### config.mk
export PLATFORM = sky130hd
export DESIGN_NAME = de_stage_sb
export DESIGN_NICKNAME = d
export VERILOG_FILES = /design/src/rtl/de_pkg.sv /design/src/rtl/de_stage_sb_scoreboard.sv /design/src/rtl/de_stage_sb.sv
export SDC_FILE = /design/constraint.sdc
export NUM_CORES = 2
export LEC_CHECK = 0
export CAP_MARGIN = 20
export CORE_ASPECT_RATIO = 1.25
export CORE_MARGIN = 10
export CORE_UTILIZATION = 46
export DETAILED_ROUTE_END_ITERATION = 12
export GPL_TIMING_DRIVEN = 0
export HOLD_SLACK_MARGIN = 0.08
export PLACE_DENSITY = 0.73
export SLEW_MARGIN = 20
export SYNTH_ARGS = -nofsm -noshare
export SYNTH_HDL_FRONTEND = slang
export SYNTH_HIERARCHICAL = 1
export SYNTH_SLANG_ARGS = --single-unit
### constraint.sdc
create_clock -name clk -period 4.6 [get_ports clk]
set_input_delay 0.46 -clock clk [delete_from_list [all_inputs] [get_ports clk]]
set_output_delay 0.46 -clock clk [all_outputs]
set_load 0.005 [all_outputs]
### src/rtl/de_pkg.sv
// Shared decode definitions for the scoreboarded RV32I decode stage:
// internal op codes, RV32 field constants, format/immediate types and immediate extraction.
package de_pkg;

  localparam int IOPBITS = 6;

  typedef enum logic [IOPBITS-1:0] {
    INVALID_I = 6'd0,
    ADD_I, SUB_I, AND_I, OR_I, XOR_I, SLT_I, SLTU_I, SLL_I, SRL_I, SRA_I,
    ADDI_I, ANDI_I, ORI_I, XORI_I, SLTI_I, SLTIU_I, SLLI_I, SRLI_I, SRAI_I,
    LB_I, LH_I, LW_I, LBU_I, LHU_I,
    SB_I, SH_I, SW_I,
    BEQ_I, BNE_I, BLT_I, BGE_I, BLTU_I, BGEU_I,
    JAL_I, JALR_I, LUI_I, AUIPC_I
  } op_t;

  typedef enum logic [2:0] {
    FMT_NONE, FMT_R, FMT_I, FMT_S, FMT_B, FMT_U, FMT_J
  } fmt_t;

  typedef enum logic [2:0] {
    IMM_NONE, IMM_I, IMM_S, IMM_B, IMM_U, IMM_J
  } imm_t;

  localparam logic [6:0] OPC_OP     = 7'b0110011;
  localparam logic [6:0] OPC_OP_IMM = 7'b0010011;
  localparam logic [6:0] OPC_LOAD   = 7'b0000011;
  localparam logic [6:0] OPC_STORE  = 7'b0100011;
  localparam logic [6:0] OPC_BRANCH = 7'b1100011;
  localparam logic [6:0] OPC_JAL    = 7'b1101111;
  localparam logic [6:0] OPC_JALR   = 7'b1100111;
  localparam logic [6:0] OPC_LUI    = 7'b0110111;
  localparam logic [6:0] OPC_AUIPC  = 7'b0010111;

  localparam logic [2:0] F3_ADD  = 3'b000;
  localparam logic [2:0] F3_SLL  = 3'b001;
  localparam logic [2:0] F3_SLT  = 3'b010;
  localparam logic [2:0] F3_SLTU = 3'b011;
  localparam logic [2:0] F3_XOR  = 3'b100;
  localparam logic [2:0] F3_SRL  = 3'b101;
  localparam logic [2:0] F3_OR   = 3'b110;
  localparam logic [2:0] F3_AND  = 3'b111;

  localparam logic [2:0] F3_BEQ  = 3'b000;
  localparam logic [2:0] F3_BNE  = 3'b001;
  localparam logic [2:0] F3_BLT  = 3'b100;
  localparam logic [2:0] F3_BGE  = 3'b101;
  localparam logic [2:0] F3_BLTU = 3'b110;
  localparam logic [2:0] F3_BGEU = 3'b111;

  localparam logic [2:0] F3_B  = 3'b000;
  localparam logic [2:0] F3_H  = 3'b001;
  localparam logic [2:0] F3_W  = 3'b010;
  localparam logic [2:0] F3_BU = 3'b100;
  localparam logic [2:0] F3_HU = 3'b101;

  localparam logic [6:0] F7_BASE = 7'b0000000;
  localparam logic [6:0] F7_ALT  = 7'b0100000;

  function automatic imm_t fmt_imm(input fmt_t f);
    case (f)
      FMT_I:   return IMM_I;
      FMT_S:   return IMM_S;
      FMT_B:   return IMM_B;
      FMT_U:   return IMM_U;
      FMT_J:   return IMM_J;
      default: return IMM_NONE;
    endcase
  endfunction

  function automatic logic [31:0] imm_extract(input logic [31:0] i, input imm_t t);
    case (t)
      IMM_I:   return {{20{i[31]}}, i[31:20]};
      IMM_S:   return {{20{i[31]}}, i[31:25], i[11:7]};
      IMM_B:   return {{19{i[31]}}, i[31], i[7], i[30:25], i[11:8], 1'b0};
      IMM_U:   return {i[31:12], 12'b0};
      IMM_J:   return {{11{i[31]}}, i[31], i[19:12], i[20], i[30:21], 1'b0};
      default: return '0;
    endcase
  endfunction

endpackage

### src/rtl/de_stage_sb_scoreboard.sv
// Per-register pending-write counters; counts instructions issued to AGEX
// that have not yet written back.
module de_scoreboard #(
  parameter  int NREGS        = 32,
  parameter  int MAX_INFLIGHT = 3,
  localparam int REGNOBITS    = $clog2(NREGS),
  localparam int CW           = $clog2(MAX_INFLIGHT + 1)
) (
  input  logic                 clk,
  input  logic                 reset,
  input  logic                 inc,
  input  logic [REGNOBITS-1:0] inc_reg,
  input  logic                 dec,
  input  logic [REGNOBITS-1:0] dec_reg,
  input  logic [REGNOBITS-1:0] q_rs1,
  input  logic [REGNOBITS-1:0] q_rs2,
  input  logic [REGNOBITS-1:0] q_rd,
  output logic                 busy_rs1,
  output logic                 busy_rs2,
  output logic                 one_rs1,
  output logic                 one_rs2,
  output logic                 full_rd,
  output logic                 afull_rd
);

  logic [CW-1:0] cnt [NREGS];

  always_ff @(posedge clk) begin
    if (reset) begin
      for (int unsigned i = 0; i < NREGS; i++) cnt[i] <= '0;
    end else begin
      for (int unsigned i = 0; i < NREGS; i++) begin
        // simultaneous inc/dec of one register cancel; both ends saturate
        if (inc && inc_reg == REGNOBITS'(i) && !(dec && dec_reg == REGNOBITS'(i))) begin
          if (cnt[i] != CW'(MAX_INFLIGHT)) cnt[i] <= cnt[i] + 1'b1;
        end else if (dec && dec_reg == REGNOBITS'(i) && !(inc && inc_reg == REGNOBITS'(i))) begin
          if (cnt[i] != '0) cnt[i] <= cnt[i] - 1'b1;
        end
      end
    end
  end

  assign busy_rs1 = (cnt[q_rs1] != '0);
  assign busy_rs2 = (cnt[q_rs2] != '0);
  assign one_rs1  = (cnt[q_rs1] == CW'(1));
  assign one_rs2  = (cnt[q_rs2] == CW'(1));
  assign full_rd  = (cnt[q_rd] == CW'(MAX_INFLIGHT));
  assign afull_rd = (cnt[q_rd] == CW'(MAX_INFLIGHT - 1));

endmodule

### src/rtl/de_stage_sb.sv
// Scoreboarded RV32I decode stage with valid/ready handshakes and flush.
// Optional same-cycle WB-to-operand bypass: define DE_WB_BYPASS_EN.
module de_stage_sb
  import de_pkg::*;
#(
  parameter  int DBITS        = 32,
  parameter  int NREGS        = 32,
  parameter  int MAX_INFLIGHT = 3,
  parameter  int INSTBITS     = 32,
  localparam int REGNOBITS    = $clog2(NREGS)
) (
  input  logic                 clk,
  input  logic                 reset,
  input  logic                 fe_valid,
  input  logic [INSTBITS-1:0]  fe_inst,
  input  logic [DBITS-1:0]     fe_pc,
  output logic                 fe_ready,
  input  logic                 flush,
  output logic                 de_valid,
  output logic [IOPBITS-1:0]   de_op,
  output logic [DBITS-1:0]     de_pc,
  output logic [DBITS-1:0]     de_imm,
  output logic [DBITS-1:0]     de_rs1_val,
  output logic [DBITS-1:0]     de_rs2_val,
  output logic [REGNOBITS-1:0] de_rd,
  output logic                 de_wr_reg,
  input  logic                 agex_ready,
  input  logic                 wb_wr,
  input  logic [REGNOBITS-1:0] wb_regno,
  input  logic [DBITS-1:0]     wb_val
);

`ifdef DE_WB_BYPASS_EN
  localparam bit BYPASS = 1'b1;
`else
  localparam bit BYPASS = 1'b0;
`endif

  logic [6:0]           opc, f7;
  logic [2:0]           f3;
  logic [REGNOBITS-1:0] rs1, rs2, rd;
  op_t                  op;
  fmt_t                 fmt;
  logic [DBITS-1:0]     imm;
  logic                 use1, use2, wr;

  assign opc = fe_inst[6:0];
  assign f3  = fe_inst[14:12];
  assign f7  = fe_inst[31:25];
  assign rd  = REGNOBITS'(fe_inst[11:7]);
  assign rs1 = REGNOBITS'(fe_inst[19:15]);
  assign rs2 = REGNOBITS'(fe_inst[24:20]);

  always_comb begin
    op  = INVALID_I;
    fmt = FMT_NONE;
    case (opc)
      OPC_OP: begin
        fmt = FMT_R;
        case ({f7, f3})
          {F7_BASE, F3_ADD}:  op = ADD_I;
          {F7_ALT,  F3_ADD}:  op = SUB_I;
          {F7_BASE, F3_AND}:  op = AND_I;
          {F7_BASE, F3_OR}:   op = OR_I;
          {F7_BASE, F3_XOR}:  op = XOR_I;
          {F7_BASE, F3_SLT}:  op = SLT_I;
          {F7_BASE, F3_SLTU}: op = SLTU_I;
          {F7_BASE, F3_SLL}:  op = SLL_I;
          {F7_BASE, F3_SRL}:  op = SRL_I;
          {F7_ALT,  F3_SRL}:  op = SRA_I;
          default:            op = INVALID_I;
        endcase
      end
      OPC_OP_IMM: begin
        fmt = FMT_I;
        case (f3)
          F3_ADD:  op = ADDI_I;
          F3_AND:  op = ANDI_I;
          F3_OR:   op = ORI_I;
          F3_XOR:  op = XORI_I;
          F3_SLT:  op = SLTI_I;
          F3_SLTU: op = SLTIU_I;
          F3_SLL:  op = (f7 == F7_BASE) ? SLLI_I : INVALID_I;
          default: op = (f7 == F7_BASE) ? SRLI_I : (f7 == F7_ALT) ? SRAI_I : INVALID_I;
        endcase
      end
      OPC_LOAD: begin
        fmt = FMT_I;
        case (f3)
          F3_B:    op = LB_I;
          F3_H:    op = LH_I;
          F3_W:    op = LW_I;
          F3_BU:   op = LBU_I;
          F3_HU:   op = LHU_I;
          default: op = INVALID_I;
        endcase
      end
      OPC_STORE: begin
        fmt = FMT_S;
        case (f3)
          F3_B:    op = SB_I;
          F3_H:    op = SH_I;
          F3_W:    op = SW_I;
          default: op = INVALID_I;
        endcase
      end
      OPC_BRANCH: begin
        fmt = FMT_B;
        case (f3)
          F3_BEQ:  op = BEQ_I;
          F3_BNE:  op = BNE_I;
          F3_BLT:  op = BLT_I;
          F3_BGE:  op = BGE_I;
          F3_BLTU: op = BLTU_I;
          F3_BGEU: op = BGEU_I;
          default: op = INVALID_I;
        endcase
      end
      OPC_JAL: begin
        fmt = FMT_J;
        op  = JAL_I;
      end
      OPC_JALR: begin
        fmt = FMT_I;
        op  = (f3 == 3'b000) ? JALR_I : INVALID_I;
      end
      OPC_LUI: begin
        fmt = FMT_U;
        op  = LUI_I;
      end
      OPC_AUIPC: begin
        fmt = FMT_U;
        op  = AUIPC_I;
      end
      default: begin
        fmt = FMT_NONE;
        op  = INVALID_I;
      end
    endcase
    // unknown encodings issue as a NOP that reads and writes nothing
    if (op == INVALID_I) fmt = FMT_NONE;
  end

  assign imm  = DBITS'($signed(imm_extract(fe_inst[31:0], fmt_imm(fmt))));
  assign use1 = (fmt == FMT_R) || (fmt == FMT_I) || (fmt == FMT_S) || (fmt == FMT_B);
  assign use2 = (fmt == FMT_R) || (fmt == FMT_S) || (fmt == FMT_B);
  assign wr   = ((fmt == FMT_R) || (fmt == FMT_I) || (fmt == FMT_U) || (fmt == FMT_J)) && (rd != '0);

  logic busy1, busy2, one1, one2, full_rd, afull_rd;
  logic issue, wb_en;

  assign issue = de_valid && agex_ready && de_wr_reg && !flush;
  assign wb_en = wb_wr && (wb_regno != '0);

  de_scoreboard #(
    .NREGS        (NREGS),
    .MAX_INFLIGHT (MAX_INFLIGHT)
  ) u_sb (
    .clk      (clk),
    .reset    (reset),
    .inc      (issue),
    .inc_reg  (de_rd),
    .dec      (wb_en),
    .dec_reg  (wb_regno),
    .q_rs1    (rs1),
    .q_rs2    (rs2),
    .q_rd     (rd),
    .busy_rs1 (busy1),
    .busy_rs2 (busy2),
    .one_rs1  (one1),
    .one_rs2  (one2),
    .full_rd  (full_rd),
    .afull_rd (afull_rd)
  );

  logic lm1, lm2, lmd, byp1, byp2, haz1, haz2, structural;

  assign lm1  = de_valid && de_wr_reg && (de_rd == rs1);
  assign lm2  = de_valid && de_wr_reg && (de_rd == rs2);
  assign lmd  = de_valid && de_wr_reg && (de_rd == rd);
  assign byp1 = BYPASS && one1 && wb_wr && (wb_regno == rs1) && !lm1;
  assign byp2 = BYPASS && one2 && wb_wr && (wb_regno == rs2) && !lm2;
  assign haz1 = use1 && (rs1 != '0) && ((busy1 && !byp1) || lm1);
  assign haz2 = use2 && (rs2 != '0) && ((busy2 && !byp2) || lm2);
  // a same-rd writer still in the latch will claim a slot when it issues
  assign structural = wr && (full_rd || (afull_rd && lmd));

  assign fe_ready = !haz1 && !haz2 && !structural && (!de_valid || agex_ready) && !flush;

  logic [DBITS-1:0] regs [NREGS];
  logic [DBITS-1:0] rv1, rv2;

  always_ff @(posedge clk) begin
    if (reset) begin
      for (int unsigned i = 0; i < NREGS; i++) regs[i] <= '0;
    end else if (wb_en) begin
      regs[wb_regno] <= wb_val;
    end
  end

  assign rv1 = (rs1 == '0) ? '0 : byp1 ? wb_val : regs[rs1];
  assign rv2 = (rs2 == '0) ? '0 : byp2 ? wb_val : regs[rs2];

  always_ff @(posedge clk) begin
    if (reset) begin
      de_valid   <= 1'b0;
      de_op      <= '0;
      de_pc      <= '0;
      de_imm     <= '0;
      de_rs1_val <= '0;
      de_rs2_val <= '0;
      de_rd      <= '0;
      de_wr_reg  <= 1'b0;
    end else if (flush) begin
      de_valid <= 1'b0;
    end else if (!de_valid || agex_ready) begin
      de_valid <= fe_valid && fe_ready;
      if (fe_valid && fe_ready) begin
        de_op      <= op;
        de_pc      <= fe_pc;
        de_imm     <= imm;
        de_rs1_val <= rv1;
        de_rs2_val <= rv2;
        de_rd      <= rd;
        de_wr_reg  <= wr;
      end
    end
  end

endmodule
==> flow_metrics.tcl <==
set metrics [dict create \
    clkSinkCount 1229 \
    reg2reg_depth 17 \
    rows 155 \
    gp_congestion 0.9939 \
    grt.total_usage_pct 28.49 \
    biggestRegsByFlops "regs x1024, u_sb/cnt x64" \
    mostFrequentLayoutCell "edfxtp_1" \
    total_power_mw 27.50 \
    layout_common_cells "1,088 x edfxtp_1, 998 x and2_1, 640 x mux4_2, 363 x clkbuf_1, 233 x clkdlybuf4s50_1" \
    dp_cells 6709 \
    drcViolationCount 0 \
    crit_required_ps 5230 \
    syn_area_um2 66460 \
    crit_type "in -> reg" \
    power.density_nw_per_um2 361.3 \
    avgSynthCellArea_um2 14.62 \
    die_area_um2 160200 \
    r2r_setup_slack_ps 630 \
    ios 249 \
    ant_nets 0 \
    regMostFlops "regs" \
    viasPerCell 6.520 \
    drv_slew 0 \
    start_util_pct 46.43 \
    antenna_found_initial 10 \
    firstDrtPassIters 5 \
    multi_input_area_um2 29340 \
    slew_headroom_pct 9.436 \
    num-fill-cells 11740 \
    fp.dieW_um 360.0 \
    finalCritPeriodShare_pct 100.8 \
    fmax_mhz 215.7 \
    drt_iter0_drc 5955 \
    numCtsBuffers 131 \
    final_cell_count_no_fill 6956 \
    clkLatencyLatePin_ps 800 \
    cts_htree_levels 4 \
    worst_slew_pin_slew_ps 1358 \
    layout-drive-gt1-share_pct 20.80 \
    fin_skew_ps 59.30 \
    clk_pin_slew_ps 60 \
    p_leak_nw 26.17 \
    start_kind "primary input" \
    grt_pass1_wl_mm 326.6 \
    cp_max_fo 10 \
    hold_ws_ps 159.4 \
    final-hold-violation-count 0 \
    peakVddDrop_uv 424.9 \
    gr-total-overflow 0 \
    ctsHoldBuffers 0 \
    rr_startpoint "u_sb/cnt[2][0]" \
    syn_inst 4547 \
    yosysWarnings 6 \
    grt_max_degree 33 \
    register_area_um2 35490 \
    core_area_um2 143100 \
    place_hpwl_mm 165.6 \
    arrival_ps 5270 \
    cts_tree "built" \
    endpoint "de_rs1_val[20]" \
    violations "negative setup slack" \
    end_kind "flip-flop" \
    largest_reg_flops 1024 \
    wl_mm 232.6 \
    crit_path_start "fe_inst[15]" \
    setup_viol 3 \
    port_buffers 242 \
    post_drt_wl_per_cell_um 33.44 \
    maxCapViolations 0 \
    setup_slack_ps -35.58 \
    clockBufferDepth 3 \
    period_minus_slack_ps 4636 \
    die_h_um 445.0 \
    fin_util_pct 53.19 \
    synthToLayoutAreaGrowth_pct 14.55 \
    grt_pass1_vias 45510 \
    status "finished, violations left" \
    nets 5077 \
    r2r_end "de_rs2_val[17]" \
    hp-class "in -> reg" \
    vias 45360 \
    cts-root-buf "clkbuf_16" \
]
[how the worst min path moves through the flow]
stage | startpoint | to | cells after the start
2_1_floorplan | de_op[1] | de_op[1] | 2
3_3_place_gp | de_op[1] | de_op[1] | 2
3_5_place_dp | de_imm[6] | de_imm[6] | 1
4_1_cts | fe_inst[31] | de_imm[31] | 2
5_1_grt | fe_inst[31] | de_imm[31] | 2
6_report | fe_inst[31] | de_imm[31] | 2
[power breakdown]
group / total [mW] / internal (mW) / switching [mW] / leakage, nW
clock network: 10.7 / 6.02 / 4.70 / 2.08
logic: 3.70 / 1.56 / 2.14 / 12.5
registers: 13.1 / 12.7 / 0.342 / 11.6
[stage by stage]
step	setup WS, ps	instance area, um^2	TNS [ps]
2_1_floorplan	588.7	66570	0
3_3_place_gp	-1186	71350	-150380
3_5_place_dp	-1053	71480	-130910
4_1_cts	-93.99	75890	-93.99
5_1_grt	-0.2975	76110	-0.2975
6_report	-35.58	76130	-64.32
[critical path: stages]
cell and delay (ps):
clkdlybuf4s50_1 580, clkbuf_1 670, clkbuf_2 640, clkdlybuf4s15_1 800
mux4_2 630, mux4_2 620, mux2i_1 720, o31ai_1 130
[cell type report]
class / instances / share of cell area (%)
sequential: 1229 / 46.62
multi-input combinational: 2863 / 38.54
clock buffer: 173 / 4.730
timing repair buffer: 255 / 3.409
tap: 1884 / 3.096
buffer: 471 / 2.628
clock inverter: 60 / 0.8859
inverter: 12 / 0.05917
antenna: 9 / 0.02958
[per-layer routing]
layer,track usage (%),up-vias,routed length [um]
met5,0,-,52
met3,8.723,769,28020
met1,33.47,22970,78230
li1,-,18360,-
met4,21.42,8,21260
met2,44.00,3247,105000
[timing repair]
item,CTS,global route
setup buffers,3,3
cloned,0,0
pin swaps,4,8
endpoints found under the setup margin,106,9
resized for setup,43,51
(Power assumes the default switching activity.)
